$ cat src/rtl/apb_pkg.sv
// Shared APB constants and the master sequencer state encoding.
package apb_pkg;

  localparam int APB_ADDR_W = 8;
  localparam int APB_DATA_W = 8;

  typedef enum logic [1:0] {
    IDLE   = 2'd0,
    SETUP  = 2'd1,
    ACCESS = 2'd2
  } apb_state_t;

endpackage

$ cat src/rtl/rr_arbiter.sv
// Round-robin arbiter: picks the first active request at or after the pointer,
// and advances the pointer past the winner when en is asserted.
module rr_arbiter #(
  parameter int NUM_REQ = 2
) (
  input  logic                       clk,
  input  logic                       reset,
  input  logic [NUM_REQ-1:0]         req,
  input  logic                       en,
  output logic [NUM_REQ-1:0]         grant,
  output logic [$clog2(NUM_REQ)-1:0] grant_idx,
  output logic                       grant_any
);

  localparam int IDX_W = $clog2(NUM_REQ);

  logic [IDX_W-1:0] ptr_reg;
  int               cand;

  // Walk from the farthest candidate back to the pointer so the nearest wins.
  always_comb begin
    grant_idx = '0;
    grant_any = 1'b0;
    cand      = 0;
    for (int k = NUM_REQ - 1; k >= 0; k--) begin
      cand = int'(ptr_reg) + k;
      if (cand >= NUM_REQ) cand = cand - NUM_REQ;
      if (req[cand]) begin
        grant_idx = IDX_W'(cand);
        grant_any = 1'b1;
      end
    end
  end

  genvar gi;
  generate
    for (gi = 0; gi < NUM_REQ; gi++) begin : g_grant
      assign grant[gi] = grant_any && (grant_idx == IDX_W'(gi));
    end
  endgenerate

  always_ff @(posedge clk) begin
    if (reset) begin
      ptr_reg <= '0;
    end else if (en) begin
      ptr_reg <= (grant_idx == IDX_W'(NUM_REQ - 1)) ? '0 : grant_idx + 1'b1;
    end
  end

endmodule

$ cat src/rtl/apb_master_arbiter.sv
// Round-robin shared APB master: arbitrates requesters and sequences IDLE/SETUP/ACCESS.
// Define APB_TIMEOUT_EN to abort ACCESS phases that stall for TIMEOUT cycles.
module apb_master_arbiter
  import apb_pkg::*;
#(
  parameter int NUM_REQ = 2,
  parameter int ADDR_W  = APB_ADDR_W,
  parameter int DATA_W  = APB_DATA_W,
  parameter int TIMEOUT = 16
) (
  input  logic                       clk,
  input  logic                       reset,
  input  logic [NUM_REQ-1:0]         req_valid,
  output logic [NUM_REQ-1:0]         req_ready,
  input  logic [NUM_REQ-1:0]         req_write,
  input  logic [NUM_REQ*ADDR_W-1:0]  req_addr,
  input  logic [NUM_REQ*DATA_W-1:0]  req_wdata,
  output logic                       rsp_valid,
  output logic [$clog2(NUM_REQ)-1:0] rsp_id,
  output logic [DATA_W-1:0]          rsp_rdata,
  output logic                       rsp_err,
  output logic                       psel,
  output logic                       penable,
  output logic                       pwrite,
  output logic [ADDR_W-1:0]          paddr,
  output logic [DATA_W-1:0]          pwdata,
  input  logic [DATA_W-1:0]          prdata,
  input  logic                       pready,
  input  logic                       pslverr
);

  localparam int IDX_W = $clog2(NUM_REQ);

  generate
    if (NUM_REQ < 2 || NUM_REQ > 8 || TIMEOUT < 1) begin : g_param_check
      $error("apb_master_arbiter: NUM_REQ must be 2..8 and TIMEOUT >= 1");
    end
  endgenerate

  apb_state_t state_reg, state_next;

  logic [NUM_REQ-1:0] grant;
  logic [IDX_W-1:0]   grant_idx;
  logic               grant_any;
  logic               arb_en;
  logic               done;
  logic               abort;

  logic [IDX_W-1:0]   id_reg;
  logic [ADDR_W-1:0]  addr_reg;
  logic [DATA_W-1:0]  wdata_reg;
  logic               write_reg;

  logic [ADDR_W-1:0]  addr_arr [NUM_REQ];
  logic [DATA_W-1:0]  wdata_arr[NUM_REQ];

  genvar gi;
  generate
    for (gi = 0; gi < NUM_REQ; gi++) begin : g_unpack
      assign addr_arr[gi]  = req_addr[gi*ADDR_W +: ADDR_W];
      assign wdata_arr[gi] = req_wdata[gi*DATA_W +: DATA_W];
    end
  endgenerate

  rr_arbiter #(
    .NUM_REQ (NUM_REQ)
  ) u_rr_arbiter (
    .clk       (clk),
    .reset     (reset),
    .req       (req_valid),
    .en        (arb_en),
    .grant     (grant),
    .grant_idx (grant_idx),
    .grant_any (grant_any)
  );

`ifdef APB_TIMEOUT_EN
  localparam int CNT_W = $clog2(TIMEOUT + 1);
  logic [CNT_W-1:0] wait_cnt_reg;
  logic             wait_expired;

  // The stall that would bring the count to TIMEOUT ends the transfer.
  assign wait_expired = (wait_cnt_reg == CNT_W'(TIMEOUT - 1));

  always_ff @(posedge clk) begin
    if (reset || state_next == SETUP) begin
      wait_cnt_reg <= '0;
    end else if (state_reg == ACCESS && !pready) begin
      wait_cnt_reg <= wait_cnt_reg + 1'b1;
    end
  end
`else
  logic wait_expired;
  assign wait_expired = 1'b0;
`endif

  always_comb begin
    state_next = state_reg;
    arb_en     = 1'b0;
    done       = 1'b0;
    abort      = 1'b0;
    case (state_reg)
      IDLE: begin
        if (grant_any && !reset) begin
          arb_en     = 1'b1;
          state_next = SETUP;
        end
      end
      SETUP: state_next = ACCESS;
      ACCESS: begin
        if (pready) begin
          done       = 1'b1;
          state_next = IDLE;
        end else if (wait_expired) begin
          abort      = 1'b1;
          state_next = IDLE;
        end
      end
      default: state_next = IDLE;
    endcase
  end

  assign req_ready = arb_en ? grant : '0;
  assign psel      = (state_reg != IDLE);
  assign penable   = (state_reg == ACCESS);
  assign paddr     = addr_reg;
  assign pwdata    = wdata_reg;
  assign pwrite    = write_reg;

  always_ff @(posedge clk) begin
    if (reset) begin
      state_reg <= IDLE;
      id_reg    <= '0;
      addr_reg  <= '0;
      wdata_reg <= '0;
      write_reg <= 1'b0;
      rsp_valid <= 1'b0;
      rsp_id    <= '0;
      rsp_rdata <= '0;
      rsp_err   <= 1'b0;
    end else begin
      state_reg <= state_next;
      rsp_valid <= done || abort;
      if (arb_en) begin
        id_reg    <= grant_idx;
        addr_reg  <= addr_arr[grant_idx];
        wdata_reg <= wdata_arr[grant_idx];
        write_reg <= req_write[grant_idx];
      end
      if (done) begin
        rsp_id    <= id_reg;
        rsp_err   <= pslverr;
        rsp_rdata <= write_reg ? '0 : prdata;
      end else if (abort) begin
        rsp_id    <= id_reg;
        rsp_err   <= 1'b1;
        rsp_rdata <= '0;
      end
    end
  end

endmodule

$ cat config.mk
export PLATFORM = sky130hd
export DESIGN_NAME = apb_master_arbiter
export DESIGN_NICKNAME = d
export VERILOG_FILES = /design/src/rtl/apb_pkg.sv /design/src/rtl/rr_arbiter.sv /design/src/rtl/apb_master_arbiter.sv
export SDC_FILE = /design/constraint.sdc
export NUM_CORES = 1
export LEC_CHECK = 0
export CAP_MARGIN = 20
export CORE_MARGIN = 2
export CORE_UTILIZATION = 34
export CTS_BUF_LIST = sky130_fd_sc_hd__clkbuf_2
export DETAILED_ROUTE_END_ITERATION = 7
export MAX_ROUTING_LAYER = met4
export PLACE_DENSITY = 0.77
export SETUP_SLACK_MARGIN = 0.4
export SYNTH_ARGS = -nofsm -noshare
export SYNTH_HDL_FRONTEND = slang
export SYNTH_SLANG_ARGS = --single-unit
$ cat constraint.sdc
create_clock -name clk -period 1.5 [get_ports clk]
set_clock_uncertainty 0.05 [all_clocks]
set_input_delay 0.3 -clock clk [delete_from_list [all_inputs] [get_ports clk]]
set_output_delay 0.3 -clock clk [all_outputs]
set_load 0.02 [all_outputs]
==> flow_summary_export.csv, run 1 <==
group,metric,value,unit
yosys,avgSynthCellArea,9.210,um2
detailed_routing,drt_iter0_markers,69,
timing,fin_crit_sh,1.249,
setup_path,crit_family,"simple AND/OR/NAND/NOR gates",
detailed_routing,ant_nets,0,
detailed_routing,routed-via-count,1484,
yosys,synth_nets,192,
timing,setup_violations,21,
timing,hold-worst-slack,418.6,ps
timing,max_freq,533.7,MHz
global_route,grt_max_degree,19,
pwr,peakVddDrop,0.4991,mV
setup_path,path_max_fanout,3,
global_route,grt_pass1_vias,1437,
floorplan,io_pins,80,
setup_path,critPathArrivalTime,1520,ps
floorplan,fp-row-count,22,
timing,worst_pin_slew,227.1,ps
cts,root_buffer,"clkbuf_2",
timing,rsz0062_at_grt,"yes",
run_status,violations,"negative setup slack",
finish,drive_above_1_share,0.5556,
hold_path,hold_class,"reg2reg",
detailed_routing,drt_wl_total,4323,um
cts,clk_path_buf_depth,2,
global_route,antenna_found_initial,0,
cts,cts.htree.levels,2,
placed_design,placed_area,2267,um2
setup_path,crit_start,"state_reg[0]",
finish,final_nets,299,
timing,slew_violations,0,
placed_design,port_buffers,79,
floorplan,start_util,0.3569,
floorplan,die_h,66.46,um
global_route,grt.total_usage,0.2029,
detailed_routing,wl_per_cell,14.41,um
job,maxCapViolations,0,
cts,tritoncts,"done",
placed_design,dp_slack,-882.9,ps
cts,cts_sinks,32,
run_status,status,"finished with violations",
timing,worst_slack,-373.7,ps
finish,fin_area,2693,um2
detailed_routing,dr.pass1.iters,4,
timing,hold_viol_final,0,
global_route,grt_pass1_wl,6575,um
yosys,ys_warn_count,0,
detailed_routing,drc,0,
setup_path,worst-setup-path-type,"reg2out",
floorplan,die_w,66.46,um
yosys,synthCells,144,
floorplan,core,3716,um2
yosys,ys_seq_area_frac,0.4830,
cts,cts_buffers,5,
setup_path,critPathMaxStageDelay,420,ps
setup_path,worstPathRequired,1150,ps
placed_design,gp_congestion,0.8054,
timing,min_period,1874,ps
cts,path_clk_slew,160,ps
setup_path,path_cells,"or3_4 -> a211oi_4 -> buf_6",
hold_path,hold_start,"id_reg",
yosys,netlist_area,1326,um2
finish,diodes,0,
detailed_routing,vias_per_cell,4.947,
timing,maxSlewHeadroom,0.8481,
yosys,ys_seq_elements,32,
setup_path,endpoint_kind,"primary output",
setup_path,rr_startpoint,"state_reg[0]",
finish,syn_to_final_growth,103.0,%
yosys,synthDistinctLibCells,23,
cts,clkLatencyLatePin,360,ps
floorplan,die_area,4416,um2
pwr,p_per_area,790.4,nW/um2
pwr,power_leakage,1.092,nW
timing,tns,-3029,ps
placed_design,dpl.hpwl,2761,um
setup_path,critPathLaunchType,"flop",
setup_path,cp_num_buf_inv,1,
setup_path,slowest_stage,"or3_4",
global_route,overflow,0,
-- cell families after synthesis --
family,Yosys count,share of synthesized area
buffers and inverters,13,0.04811
DFF,32,0.4830
and+or+nand+nor,66,0.2519
AOI/OAI and AO/OA,32,0.2094
muxes,1,0.007547
-- power breakdown --
| part | internal, mW | leakage [nW] | switching [mW] |
|---|---|---|---|
| Sequential | 0.930 | 0.274 | 0.0517 |
| Clock | 0.125 | 0.0306 | 0.275 |
| Combinational | 0.432 | 0.787 | 0.315 |
-- layer usage --
layer  vias to the layer above  global-route usage  share of wire
li1                        735                   -              -
met5                         -                   -              0
met2                        60              0.3275           0.50
met1                       684              0.2435           0.43
met4                         0             0.06888          0.011
met3                         5             0.05743          0.064
-- through the flow --
stage,util,instances,power [mW]
floorplan,-,144,1.251
global placement,0.6101,278,1.578
detailed placement,0.6101,278,1.583
CTS,0.6842,294,2.083
global route,0.7246,300,2.219
finish,0.7246,300,2.128
-- Yosys cell counts, drive strengths merged --
library cell / instances / share of area
dfxtp: 32 / 0.48
nand2: 29 / 0.082
a221o: 17 / 0.14
nor3: 17 / 0.064
a21oi: 12 / 0.045
nand3b: 9 / 0.051
buf: 7 / 0.031
clkbuf: 4 / 0.011
nor2: 4 / 0.011
nor2b: 3 / 0.014
inv: 2 / 0.0057
a211oi: 1 / 0.015
a21o: 1 / 0.0057
a311oi: 1 / 0.0066
and3b: 1 / 0.0066
mux2i: 1 / 0.0075
nor3b: 1 / 0.0094
or2: 1 / 0.0047
or3: 1 / 0.0085
-- layout make-up --
class | count | area (um2)
clock buffer | 7 | 35.03
clock inverter | 1 | 3.754
fill | 283 | 1023
inverter | 2 | 7.507
multi-input combinational | 99 | 752.0
sequential | 32 | 678.2
tap | 48 | 60.06
timing repair buffer | 111 | 1156
-- layout by cell type (no fill, tap or decap), drive strengths merged --
master,instances
nor3b,1
nand2,29
a21oi,12
a311oi,1
dlygate4sd2,2
or2,1
nor2b,3
clkbuf,7
and3b,1
dfxtp,32
clkinv,1
mux2i,1
a21o,1
buf,64
a211oi,1
or3,1
a221o,17
nor3,17
nor2,4
nand3b,9
clkdlybuf4s50,45
inv,2
-- what timing repair did --
item,4_1_cts,5_1_grt
setup buffers,4,6
pin swaps,11,17
setup endpoints to repair,61,62
cloned,4,0
hold buffers,0,0
gates resized for setup,244,28
-- tightest hold or removal path, cell delays in order, from the launching register on --
cell     delay, ps
dfxtp_1        350
nand2_2         60
a21oi_2         50
-- worst paths after layout --
path | cells after the start | slack (ps) | end
worst max-delay path | 3 | -370 | req_ready[0]
worst min-delay path | 2 | 420 | rsp_id
worst max register to register | 6 | -140 | paddr[2]
worst min register to register | 2 | 420 | rsp_id
No activity file was read; power rests on OpenSTA's default activity.
==> run 2: changes to the inputs <==
--- a/config.mk
+++ b/config.mk
@@ -6,12 +6,14 @@
 export NUM_CORES = 1
 export LEC_CHECK = 0
 export CAP_MARGIN = 20
+export CELL_PAD_IN_SITES_DETAIL_PLACEMENT = 1
+export CELL_PAD_IN_SITES_GLOBAL_PLACEMENT = 2
 export CORE_MARGIN = 2
-export CORE_UTILIZATION = 34
+export CORE_UTILIZATION = 18
 export CTS_BUF_LIST = sky130_fd_sc_hd__clkbuf_2
 export DETAILED_ROUTE_END_ITERATION = 7
 export MAX_ROUTING_LAYER = met4
-export PLACE_DENSITY = 0.77
+export PLACE_DENSITY_LB_ADDON = 0.1
 export SETUP_SLACK_MARGIN = 0.4
 export SYNTH_ARGS = -nofsm -noshare
 export SYNTH_HDL_FRONTEND = slang
==> run 2 against run 1 <==
Compared with the run above:
- the run still ends with negative setup slack left
- first-iteration DRC count shrank 49%
- flip-flop and latch count unchanged
- critical path type unchanged
- register-to-register slack lost 50 ps
- worst setup slack better by 28 ps
- design area increased by 6.4%
- critical path depth stayed put
- count of clock-buffer cells in the layout shrank 2
==> flow_summary_export.csv, run 2 (same netlist as run 1, synthesis figures left out) <==
group,metric,value,unit
finish,regArea,678.2,um2
finish,layout_common_cells,"clkdlybuf4s50_1 (45), buf_6 (39), dfxtp_2 (30)",
run_status,status,"finished with violations",
setup_path,critPathMaxStageDelay,400,ps
finish,fillers,804,
detailed_routing,vias_per_cell,4.370,
floorplan,io_pins,80,
global_route,grt_pass1_wl,8611,um
finish,final_util,0.3993,
cts,path_clk_slew,170,ps
timing,worst_slack,-345.7,ps
finish,fin_area,2865,um2
timing,slew_violations,0,
floorplan,fp-row-count,31,
timing,worst_pin_slew,354.0,ps
pwr,switching_share,0.3288,
placed_design,port_buffers,79,
pwr,peakVddDrop,0.3050,mV
detailed_routing,dr.pass1.iters,4,
placed_design,dpl.cell_count,328,
floorplan,core,7176,um2
placed_design,gp_congestion,0.7148,
cts,cts.htree.levels,2,
floorplan,die_w,89.84,um
floorplan,die_area,8071,um2
setup_path,endpoint_kind,"primary output",
run_status,violations,"negative setup slack",
detailed_routing,wl_per_cell,14.96,um
placed_design,placed_area,2349,um2
detailed_routing,drt_wl_total,5252,um
timing,setup_violations,20,
timing,fin_crit_sh,1.230,
pwr,p_per_area,768.8,nW/um2
setup_path,slowest_stage,"or3_4",
detailed_routing,ant_nets,0,
pwr,pwr-share-comb,0.364,
timing,hold_viol_final,0,
detailed_routing,routed-via-count,1534,
floorplan,start_util,0.1848,
cts,tritoncts,"done",
placed_design,dpl.hpwl,3607,um
global_route,grt_pass1_vias,1707,
global_route,antenna_found_initial,0,
cts,root_buffer,"clkbuf_2",
global_route,grt.total_usage,0.1385,
setup_path,path_max_fanout,3,
detailed_routing,drt_iter0_markers,35,
setup_path,worst-setup-path-type,"reg2out",
job,maxCapViolations,0,
detailed_routing,drc,0,
timing,max_freq,541.8,MHz
pwr,seqPwrFrac,0.446,
finish,multi_input_area,854.6,um2
cts,clk_path_buf_depth,2,
pwr,p_int,1.479,mW
pwr,power_leakage,1.176,nW
timing,rsz0062_at_grt,"yes",
timing,min_period,1846,ps
setup_path,worstPathRequired,1150,ps
global_route,grt_max_degree,18,
setup_path,critPathLaunchType,"flop",
setup_path,critPathArrivalTime,1500,ps
finish,syn_to_final_growth,116.0,%
finish,fin_cells,351,
global_route,overflow,0,
hold_path,hold_class,"in2reg",
timing,maxSlewHeadroom,0.7640,
setup_path,path_cells,"or3_4 -> a211oi_4 -> buf_6",
finish,drive_above_1_share,0.5635,
finish,final_nets,299,
floorplan,die_h,89.84,um
cts,cts_sinks,32,
finish,layout_commonest_cell,"clkdlybuf4s50_1",
timing,hold-worst-slack,374.4,ps
cts,clkLatencyLatePin,380,ps
cts,cts_buffers,5,
pwr,power.clock.fraction,0.190,
pwr,switchingPower,0.7242,mW
finish,diodes,0,
## run 2: power groups by stage
stage / clock [mW] / sequential, mW / combinational [mW]
finish: 0.419 / 0.982 / 0.802
global route: 0.488 / 0.993 / 0.856
CTS: 0.450 / 0.983 / 0.748
detailed placement: 0 / 0.975 / 0.635
global placement: 0 / 0.973 / 0.626
floorplan: 0 / 1.05 / 0.205
## run 2: what timing repair did
action	in CTS	in global routing
gates resized for setup	266	18
hold buffers	0	0
pin swaps	20	1
setup endpoints to repair	62	62
buffers inserted	8	4
endpoints found under the hold margin	0	0
gates cloned	2	1
## run 2: path summary, 6_finish.rpt
kind / start / to / slack [ps] / depth (start not counted)
worst max-delay path: state_reg[1] / req_ready[0] / -350 / 3
worst min-delay path: reset / rsp_err / 370 / 3
worst max register to register: state_reg[1] / pwdata[0] / -190 / 7
worst min register to register: rsp_rdata[0] / rsp_rdata[0] / 420 / 2
## run 2: final cells by class
| class | instances | share of cell area |
|---|---|---|
| tap | 99 | 0.04323 |
| inverter | 2 | 0.002620 |
| clock buffer | 5 | 0.008734 |
| multi-input combinational | 99 | 0.2983 |
| sequential | 32 | 0.2367 |
| clock inverter | 3 | 0.004803 |
| timing repair buffer | 111 | 0.4057 |
## run 2: stage by stage
step	power (mW)	setup WS, ps	TNS (ps)
final	2.203	-345.7	-2727
after global routing	2.337	-415.1	-3813
after CTS	2.181	-375.1	-1394
after detailed placement	1.611	-903.8	-11780
after global placement	1.598	-909.3	-11030
after floorplan	1.251	-134.6	-200.7
## run 2: worst max-delay path, delay by kind of cell (launching register included)
family / cells / cell delay, ps
AND/OR/NAND/NOR: 1 / 400
flip-flops: 1 / 360
AO/OA/AOI/OAI: 1 / 200
buffers and inverters: 1 / 160
## run 2: routing by layer
metal  vias to the layer above  share of wire  global-route usage
met2                        56           0.55              0.2525
met3                         6          0.048             0.03353
met1                       732           0.39              0.1481
met5                         -              0                   -
met4                         0          0.012             0.04359
li1                        740              -                   -
==> run 3: changes to the inputs <==
--- a/config.mk
+++ b/config.mk
@@ -8,6 +8,7 @@
 export CAP_MARGIN = 20
 export CELL_PAD_IN_SITES_DETAIL_PLACEMENT = 1
 export CELL_PAD_IN_SITES_GLOBAL_PLACEMENT = 2
+export CORE_ASPECT_RATIO = 0.8
 export CORE_MARGIN = 2
 export CORE_UTILIZATION = 18
 export CTS_BUF_LIST = sky130_fd_sc_hd__clkbuf_2
==> run 3 against run 2 <==
Compared with the run above:
- critical path depth unchanged
- global-route usage up 0.35 points
- sequential power about the same
- fmax fell by 1.6%
- design area fell by 3.6%
- first-iteration DRC count shrank 29%
- largest power group unchanged
- count of clock-buffer cells in the layout up 2
- the flow still finishes with violations (negative setup slack)
- non-clock buffer count grew 5
==> flow_summary_export.csv, run 3 (same netlist as run 1, synthesis figures left out) <==
group,metric,value,unit
run_status,status,"finished with violations",
run_status,violations,"negative setup slack",
timing,worst_pin_slew,252.6,ps
cts,cts_buffers,5,
timing,hold_viol_final,0,
placed_design,dpl.hpwl,3819,um
detailed_routing,wl_per_cell,16.08,um
finish,final_nets,304,
floorplan,start_util,0.1897,
hold_path,min_to,"rsp_id",
global_route,grt_pass1_wl,8549,um
job,maxCapViolations,0,
timing,maxSlewHeadroom,0.8313,
pwr,p_per_area,783.2,nW/um2
global_route,grt-busiest-layer,"met2",
setup_path,path_cells,"or3_4 -> a211oi_4 -> buf_6",
setup_path,worst-setup-path-type,"reg2out",
global_route,use_met1,0.1728,
hold_path,hold_class,"reg2reg",
timing,tns,-2931,ps
hold_path,holdPathStages,2,
timing,setup_violations,21,
cts,clk_path_buf_depth,2,
setup_path,critPathMaxStageDelay,430,ps
cts,root_buffer,"clkbuf_2",
finish,drive_above_1_share,0.5681,
finish,fin_cells,344,
timing,fin_crit_sh,1.250,
timing,rsz0062_at_grt,"yes",
setup_path,r2r_slack,-140,ps
cts,cts.htree.levels,2,
cts,tritoncts,"done",
setup_path,path_max_fanout,4,
setup_path,endpoint_kind,"primary output",
detailed_routing,drt_iter0_markers,25,
global_route,overflow,0,
placed_design,port_buffers,79,
pwr,finalPower,2.164,mW
finish,fillers,795,
detailed_routing,ant_nets,0,
floorplan,io_pins,80,
setup_path,rr_startpoint,"state_reg[0]",
detailed_routing,drc,0,
setup_path,slowest_stage,"or3_4",
finish,layout_common_cells,"clkdlybuf4s50_1 (44), buf_6 (43), dfxtp_2 (29)",
finish,diodes,0,
global_route,grt_pass1_vias,1654,
timing,max_freq,533.4,MHz
detailed_routing,vias_per_cell,4.488,
global_route,antenna_found_initial,0,
setup_path,worstPathRequired,1150,ps
detailed_routing,dr.pass1.iters,4,
hold_path,hold_start,"id_reg",
timing,slew_violations,0,
floorplan,fp-row-count,27,
cts,clkLatencyLatePin,350,ps
cts,hold_buffers,0,
global_route,grt_util_met3,0.04819,
detailed_routing,drt_wl_total,5532,um
pwr,power_leakage,1.120,nW
setup_path,rr_endpoint,"paddr[5]",
detailed_routing,routed-via-count,1544,
placed_design,dpl.cell_count,318,
placed_design,gp_congestion,0.7655,
finish,final_util,0.3951,
cts,cts_sinks,32,
setup_path,critPathLaunchType,"flop",
finish,layout_commonest_cell,"clkdlybuf4s50_1",
floorplan,die_w,99.97,um
floorplan,core,6993,um2
setup_path,r2r_cells,6,
timing,min_period,1875,ps
global_route,grt.total_usage,0.1420,
timing,worst_slack,-374.8,ps
floorplan,die_h,80.78,um
global_route,use_met2,0.2338,
global_route,grt_max_degree,18,
pwr,peakVddDrop,0.2648,mV
floorplan,die_area,8075,um2
cts,path_clk_slew,170,ps
finish,syn_to_final_growth,108.3,%
setup_path,critPathArrivalTime,1520,ps
[run 3: cell count changes in the layout (fill, tap and decap cells not counted), sizes merged]
cell	delta
buf	+6
clkbuf	+1
dlygate4sd2	+1
clkinv	-2
clkdlybuf4s50	-1
[run 3: cell type report]
cell class / instances / area, um2 / share of cell area
clock inverter: 1 / 3.754 / 0.001359
sequential: 32 / 680.7 / 0.2464
tap: 87 / 108.9 / 0.03940
clock buffer: 7 / 35.03 / 0.01268
inverter: 2 / 7.507 / 0.002717
timing repair buffer: 116 / 1179 / 0.4266
multi-input combinational: 99 / 748.2 / 0.2708
[run 3: worst max-delay path by stage]
stage	start	end	slack, ps
floorplan	state_reg[0]	req_ready[1]	-130
global placement	reset	req_ready[0]	-900
detailed placement	reset	req_ready[0]	-900
CTS	state_reg[0]	req_ready[0]	-390
global route	state_reg[0]	req_ready[0]	-470
finish	state_reg[0]	req_ready[0]	-370
[run 3: repair_timing]
item | CTS | global route
endpoints found under the setup margin | 62 | 62
resized for setup | 234 | 45
pin swaps | 7 | 17
gates cloned | 3 | 1
setup buffers | 5 | 9
[run 3: report_power, final]
part / internal, mW / switching [mW] / total [mW]
combinational: 0.437 / 0.323 / 0.760
clock: 0.125 / 0.298 / 0.423
sequential: 0.929 / 0.0525 / 0.981
[run 3: metrics by stage]
stage / setup WS, ps / cell area (um2) / hold slack [ps]
finish: -374.8 / 2763 / 412.7
floorplan: -134.6 / 1354 / 319.1
CTS: -394.0 / 2536 / 415.1
global route: -474.2 / 2763 / 407.2
detailed placement: -898.4 / 2336 / 390.7
global placement: -903.1 / 2336 / 389.8
[run 3: critical path, delay by kind of cell (launching register included)]
kind | cells | cell delay [ps]
buffers and inverters | 1 | 170
AND/OR/NAND/NOR | 1 | 430
AO/OA/AOI/OAI | 1 | 220
flip-flops | 1 | 360
[run 3: layer usage]
metal  wire length (um)  vias to the layer above
met4                 18                        0
met3                362                        2
met2               2604                       49
li1                   -                      750
met1               2547                      743
met5                  0                        -
